<file path="config.mk">
export PLATFORM = sky130hd
export DESIGN_NAME = gray_cdc_rx
export DESIGN_NICKNAME = d
export VERILOG_FILES = /design/src/rtl/gray_cdc_pkg.sv /design/src/rtl/gray_cdc_chan.sv /design/src/rtl/gray_cdc_rx.sv
export SDC_FILE = /design/constraint.sdc
export NUM_CORES = 1
export LEC_CHECK = 0
export CAP_MARGIN = 25
export CORE_MARGIN = 2
export CORE_UTILIZATION = 60
export CTS_BUF_LIST = sky130_fd_sc_hd__clkbuf_2 sky130_fd_sc_hd__clkbuf_4 sky130_fd_sc_hd__clkbuf_8
export DETAILED_ROUTE_END_ITERATION = 10
export DONT_BUFFER_PORTS = 1
export PLACE_DENSITY = 0.76
export SLEW_MARGIN = 40
export SYNTH_ARGS = -nofsm -noshare
export SYNTH_HDL_FRONTEND = slang
export SYNTH_SLANG_ARGS = --single-unit
export TNS_END_PERCENT = 10
</file>
<file path="constraint.sdc">
create_clock -name clk -period 4.2 [get_ports clk]
set_clock_uncertainty 0.1 [all_clocks]
set_input_delay 0.21 -clock clk [delete_from_list [all_inputs] [get_ports clk]]
set_output_delay 0.21 -clock clk [all_outputs]
set_load 0.02 [all_outputs]
</file>
<file path="src/rtl/gray_cdc_pkg.sv">
// Shared definitions for the Gray-code CDC receive endpoint.
//   - Default parameter values for counter width, channel count and
//     synchroniser depth.
//   - g2b: Gray-to-binary conversion.
//   - multi_bit: reports whether two or more bits of a word are set.
// The functions work on a fixed-width word (word_t). Callers zero-extend
// narrower values into it and truncate the result back. Zero-extension is
// harmless for both functions:
//   - zero upper Gray bits convert to zero upper binary bits;
//   - zero bits never add to a population count.
package gray_cdc_pkg;

  localparam int K_DEFAULT      = 8;
  localparam int C_DEFAULT      = 4;
  localparam int STAGES_DEFAULT = 2;

  // Widest counter supported per channel.
  localparam int MAX_W = 64;

  typedef logic [MAX_W-1:0] word_t;

  // The top bit passes through unchanged. Each lower binary bit is the XOR
  // of all Gray bits at or above it. That equals the binary bit one
  // position up, XORed with this position's Gray bit.
  function automatic word_t g2b(input word_t g);
    word_t b;
    b[MAX_W-1] = g[MAX_W-1];
    for (int i = MAX_W - 2; i >= 0; i--) begin
      b[i] = b[i+1] ^ g[i];
    end
    return b;
  endfunction

  // Clearing the lowest set bit leaves something only if a second bit was
  // set.
  function automatic logic multi_bit(input word_t x);
    return (x & (x - word_t'(1))) != '0;
  endfunction

endpackage

</file>
<file path="src/rtl/gray_cdc_chan.sv">
// One receive channel of the Gray-code CDC endpoint.
//   clk, rst   receive clock and asynchronous active-low reset
//   gray       asynchronous K-bit Gray word from the source domain
//   load       asynchronous load toggle; each level change marks a new word
//   warm_done  shared flag from the top. It is high once the synchronisers
//              hold post-reset data.
//   err_clr    synchronous clear of the sticky error flag
//   bin        last captured value, in binary
//   delta      bin minus the previously captured value, modulo 2^K
//   valid      one-cycle pulse per capture
//   err        sticky flag: a synchronised Gray step changed two or more bits
module gray_cdc_chan
  import gray_cdc_pkg::*;
#(
  parameter int K      = K_DEFAULT,
  parameter int STAGES = STAGES_DEFAULT
) (
  input  logic         clk,
  input  logic         rst,
  input  logic [K-1:0] gray,
  input  logic         load,
  input  logic         warm_done,
  input  logic         err_clr,
  output logic [K-1:0] bin,
  output logic [K-1:0] delta,
  output logic         valid,
  output logic         err
);

  // Synchroniser chains. Index 0 samples the asynchronous input.
  logic [K-1:0]      gray_sync [STAGES];
  logic [STAGES-1:0] tog_sync;

  logic [K-1:0] s_gray;
  logic         s_tog;
  logic         tog_d;
  logic [K-1:0] g_prev;

  logic         change;
  logic         capture;
  logic         violation;
  logic [K-1:0] bin_next;

  assign s_gray = gray_sync[STAGES-1];
  assign s_tog  = tog_sync[STAGES-1];

  always_ff @(posedge clk or negedge rst) begin
    if (!rst) begin
      // NOTE: the synchroniser arrays are reset on purpose. A stale toggle
      // left in the chain would otherwise turn into a spurious capture
      // after reset. Plain storage arrays would normally be left unreset.
      for (int i = 0; i < STAGES; i++) begin
        gray_sync[i] <= '0;
      end
      tog_sync <= '0;
    end else begin
      // NOTE: non-blocking assignments let every stage sample the
      // pre-edge value of its neighbour. That is what makes this a shift
      // chain rather than a single flop.
      gray_sync[0] <= gray;
      for (int i = 1; i < STAGES; i++) begin
        gray_sync[i] <= gray_sync[i-1];
      end
      tog_sync <= {tog_sync[STAGES-2:0], load};
    end
  end

  always_comb begin
    // NOTE: every combinational output gets a value before any condition
    // is evaluated, so no path leaves one unassigned and no latch appears.
    change    = 1'b0;
    capture   = 1'b0;
    violation = 1'b0;
    bin_next  = K'(g2b(word_t'(s_gray)));

    change = s_tog ^ tog_d;
    // Until warm-up ends, edges are tracked but ignored. This absorbs the
    // level a source toggle already held when reset was released.
    capture   = warm_done & change;
    violation = warm_done & multi_bit(word_t'(s_gray ^ g_prev));
  end

  always_ff @(posedge clk or negedge rst) begin
    if (!rst) begin
      tog_d  <= 1'b0;
      g_prev <= '0;
      bin    <= '0;
      delta  <= '0;
      valid  <= 1'b0;
      err    <= 1'b0;
    end else begin
      // tog_d and g_prev track every cycle, warm-up included. The first
      // post-warm-up comparison therefore sees settled neighbours.
      tog_d  <= s_tog;
      g_prev <= s_gray;
      valid  <= capture;
      if (capture) begin
        bin   <= bin_next;
        delta <= bin_next - bin;   // K-bit subtraction wraps naturally
      end
      // A new violation outranks a clear arriving on the same edge.
      if (violation) begin
        err <= 1'b1;
      end else if (err_clr) begin
        err <= 1'b0;
      end
    end
  end

endmodule

</file>
<file path="src/rtl/gray_cdc_rx.sv">
// Multi-channel receive endpoint for Gray-coded counters crossing into the
// clk domain.
//   clk        receive-domain clock
//   rst        asynchronous active-low reset
//   gray_in    C asynchronous Gray words; channel c at [c*K +: K]
//   load_in    C asynchronous load toggles
//   err_clr    C synchronous clears of err_out
//   bin_out    C last captured values, binary
//   delta_out  C capture-to-capture differences, modulo 2^K
//   valid_out  C one-cycle capture pulses
//   err_out    C sticky Gray-violation flags
// This level holds only the shared warm-up counter and the port slicing.
// Each channel is an independent gray_cdc_chan.
module gray_cdc_rx
  import gray_cdc_pkg::*;
#(
  parameter int K      = K_DEFAULT,
  parameter int C      = C_DEFAULT,
  parameter int STAGES = STAGES_DEFAULT
) (
  input  logic           clk,
  input  logic           rst,
  input  logic [C*K-1:0] gray_in,
  input  logic [C-1:0]   load_in,
  input  logic [C-1:0]   err_clr,
  output logic [C*K-1:0] bin_out,
  output logic [C*K-1:0] delta_out,
  output logic [C-1:0]   valid_out,
  output logic [C-1:0]   err_out
);

  // The counter runs 0..STAGES+1 and then saturates. At saturation every
  // synchroniser stage holds post-reset data. tog_d and g_prev have also
  // had one cycle to follow the last stage.
  localparam int WARM_MAX = STAGES + 1;
  localparam int WARM_W   = $clog2(WARM_MAX + 1);

  logic [WARM_W-1:0] warm_cnt;
  logic              warm_done;

  assign warm_done = (warm_cnt == WARM_W'(WARM_MAX));

  always_ff @(posedge clk or negedge rst) begin
    if (!rst) begin
      warm_cnt <= '0;
    end else if (!warm_done) begin
      warm_cnt <= warm_cnt + WARM_W'(1);
    end
  end

  for (genvar c = 0; c < C; c++) begin : g_chan
    gray_cdc_chan #(
      .K      (K),
      .STAGES (STAGES)
    ) u_chan (
      .clk       (clk),
      .rst       (rst),
      .gray      (gray_in[c*K +: K]),
      .load      (load_in[c]),
      .warm_done (warm_done),
      .err_clr   (err_clr[c]),
      .bin       (bin_out[c*K +: K]),
      .delta     (delta_out[c*K +: K]),
      .valid     (valid_out[c]),
      .err       (err_out[c])
    );
  end

endmodule

</file>
==> out/qor.yml <==
finalWeightedCongestion: 0.818
post_drt_wl_per_cell_um: 14.7
drtPass1Iterations: 5
final_min_period_over_clock_period_pct: 86.3
std_cell_rows: 40
critical_path.cell_chain: "xor2_2 -> xnor2_1 -> xor2_1 -> xnor2_1 -> xnor2_1 -> ha_1 -> inv_1 -> fa_1 -> a21o_1 -> a21oi_1 -> o21ai_0 -> a21oi_1 -> xor2_1 -> o21ai_0"
startpoint_of_the_worst_setup_timing_path: "g_chan[0].u_chan.s_gray[7]"
design.die.area_mm2: 0.0135
layout.cells.most_common: "sky130_fd_sc_hd__dfrtp_1"
sequential_area_share_after_synthesis_pct: 60.3
pin_count: 114
irDropWorstVdd_uv: 400
failed_checks: "hold timing"
design_power_total_mw: 4.89
power_leakage_nw: 3.80
synth.lib_cells_used.distinct: 46
critical_path.endpoint_type: "flip-flop"
clock_path_buffers: 2
netlist_instances: 613
ant_nets: 0
synth_edf_count: 0
fillCellCount: 860
outcome: "finished, violations left"
synth_area_per_cell_um2: 12.3
vias: 4357
timing.max_cap.violations: 0
critPathRequiredTime_ps: 4410
slew_headroom_pct: 52.3
chipHeight_um: 116
rr_startpoint: "g_chan[0].u_chan.s_gray[7]"
worstPathBufferInverterCount: 1
cts_hold_repair.buffers: 40
drc: 0
drt_iter0_markers: 293
power_density_mw_per_mm2: 580
first_global_vias: 4674
clockRootBuffer: "sky130_fd_sc_hd__clkbuf_8"
synth.net_count: 688
flow.area_growth_from_synthesis_pct: 11.8
grt_first_pass_wirelength_um: 21200
critPathMaxStageDelay_ps: 460
dp_hpwl_um: 8530
n_antenna_cell: 0
hold_viol: 182
gr-usage-all-layers_pct: 20.2
drv_slew: 0
die_w_um: 116
detailed_place.area_mm2: 0.00768
post_cts.resized_instances: 0
initial_core_util_pct: 62.1
post_cts.repair.setup_buffers: 0
layout_common_cells: "sky130_fd_sc_hd__dfrtp_1, sky130_fd_sc_hd__nand2_1, sky130_fd_sc_hd__inv_1"
yosysWarnings: 0
finalCriticalPeriod_ps: 3630
ys_seq_elements: 182
timing.fmax_mhz: 276
h_tree_depth_reported_by_cts: 4
path_delay_family: "XOR/XNOR gates"
clock_tree_from_tritoncts: "built"
critPathLaunchType: "flip-flop"
viasPerCell: 5.21
max_slew.worst_pin.slew_ps: 713
worstHoldPathType: "in2async"
setup_violations: 0
unrepaired_setup_endpoints_after_global_routing: "false"
synth_top_cell_by_area: "sky130_fd_sc_hd__dfrtp_1"
postSynth.asyncResetShare_pct: 100
finalInstanceArea_mm2: 0.00844
drive_above_1_share_pct: 9.28
final_nets: 731
slowest_stage: "sky130_fd_sc_hd__dfrtp_1"
synth_top_cell_area_share_pct: 60.3
holdWs_ps: -642
core_region_area_mm2: 0.0122
finalSetupTns_ps: 0
netlist_top_cells_area: "sky130_fd_sc_hd__dfrtp_1, sky130_fd_sc_hd__xnor2_1, sky130_fd_sc_hd__ha_1"
overflow: 0
netlist_area_mm2: 0.00755
timing.setup.critical_path_class: "reg2reg"
antenna_violations_before_repair: 0
grt_max_degree: 183
clock_latency_ps: 450
total_cts_buffers: 17
clk_slew_on_worst_s_h_paths_ps: 80
reg2reg_slack_ps: 570
totalWireLength_um: 12300
cts_num_sinks: 182
most_used_dff_post_synth: "sky130_fd_sc_hd__dfrtp_1"
worstPathMaxFanout: 5
worst-endpoint-arrival_ps: 3840
critical-path-top-cell-by-count: "sky130_fd_sc_hd__xnor2_1"
port_buffers: 0
==> worst reg2reg max path, delay by kind of cell (launching register included) <==
family / cells / cell delay [ps]
xor+xnor: 6 / 1550
compound gates: 5 / 760
buf+inv: 1 / 50
flops: 1 / 460
fa+ha+maj: 2 / 600
==> through the flow <==
step	setup WS [ps]	instances	hold WS (ps)	utilization (%)
floorplan	891	613	-186	-
global placement	728	765	-182	63.1
detailed placement	561	765	-182	63.1
CTS	544	836	-682	69.4
global route	265	836	-680	69.4
finish	574	836	-642	69.4
==> report_power, final <==
part,total (mW),switching [mW],internal [mW]
combinational,1.26,0.655,0.601
sequential,2.58,0.536,2.05
clock,1.06,0.585,0.472
total,4.89,1.78,3.12
==> flip-flops by register name, summed over array words and instances, names as in the netlist <==
register	count
g_chan.u_chan.delta	32
g_chan.u_chan.bin	32
g_chan.u_chan.tog_sync	8
g_chan.u_chan.g_prev	32
g_chan.u_chan.valid	4
g_chan.u_chan.err	4
g_chan.u_chan.gray_sync	32
warm_cnt	2
g_chan.u_chan.s_gray	32
g_chan.u_chan.tog_d	4
==> synth_stat cells (9+ instances only) <==
master                       n
sky130_fd_sc_hd__clkbuf_1    9
sky130_fd_sc_hd__ha_1       29
sky130_fd_sc_hd__xnor2_1    47
sky130_fd_sc_hd__nor2_1     15
sky130_fd_sc_hd__nand2_1    59
sky130_fd_sc_hd__xor2_1     30
sky130_fd_sc_hd__o21a_1     13
sky130_fd_sc_hd__o21ai_0    46
sky130_fd_sc_hd__dfrtp_1   182
sky130_fd_sc_hd__a21oi_1    23
sky130_fd_sc_hd__inv_1      51
sky130_fd_sc_hd__mux2_2     11
==> metal layers <==
| metal | wire [µm] | GRT usage [%] | part of all wire, % | vias up |
|---|---|---|---|---|
| met1 | 4990 | 23.3 | 41 | 2144 |
| met2 | 6450 | 35.9 | 53 | 95 |
| met3 | 664 | 6.38 | 5.4 | 17 |
| met5 | 0 | 0 | 0 | - |
| li1 | - | - | - | 2101 |
| met4 | 165 | 6.98 | 1.3 | 0 |
==> kinds of logic (layout without fill, tap and decap cells) <==
family | count (synthesis) | count (layout) | synth area share (%)
fa+ha+maj | 37 | 37 | 6.40
flops | 182 | 182 | 60.3
simple gates | 107 | 107 | 6.33
compound gates | 115 | 115 | 9.26
mux | 12 | 12 | 1.79
xor+xnor | 91 | 91 | 12.1
buf+inv | 69 | 124 | 3.83
==> area by class of cell <==
type	instances	area (µm²)	share of cell area, %
timing repair buffer	41	408	4.83
tap	168	210	2.49
inverter	52	195	2.31
multi-input combinational	362	2710	32.1
sequential	182	4550	54.0
clock buffer	21	289	3.42
clock inverter	10	72.6	0.860
==> worst paths after layout <==
path / cells past startpoint / endpoint
setup reg to reg: 14 / g_chan[0].u_chan.delta[6]
setup / recovery: 14 / g_chan[0].u_chan.delta[6]
hold reg to reg: 0 / g_chan[3].u_chan.s_gray[7]
max in group asynchronous: 0 / g_chan[3].u_chan.g_prev[7]
min in group clk: 1 / g_chan[3].u_chan.gray_sync[13]
hold / removal: 0 / g_chan[3].u_chan.delta[1]
No activity file was read; power rests on OpenSTA's default activity.
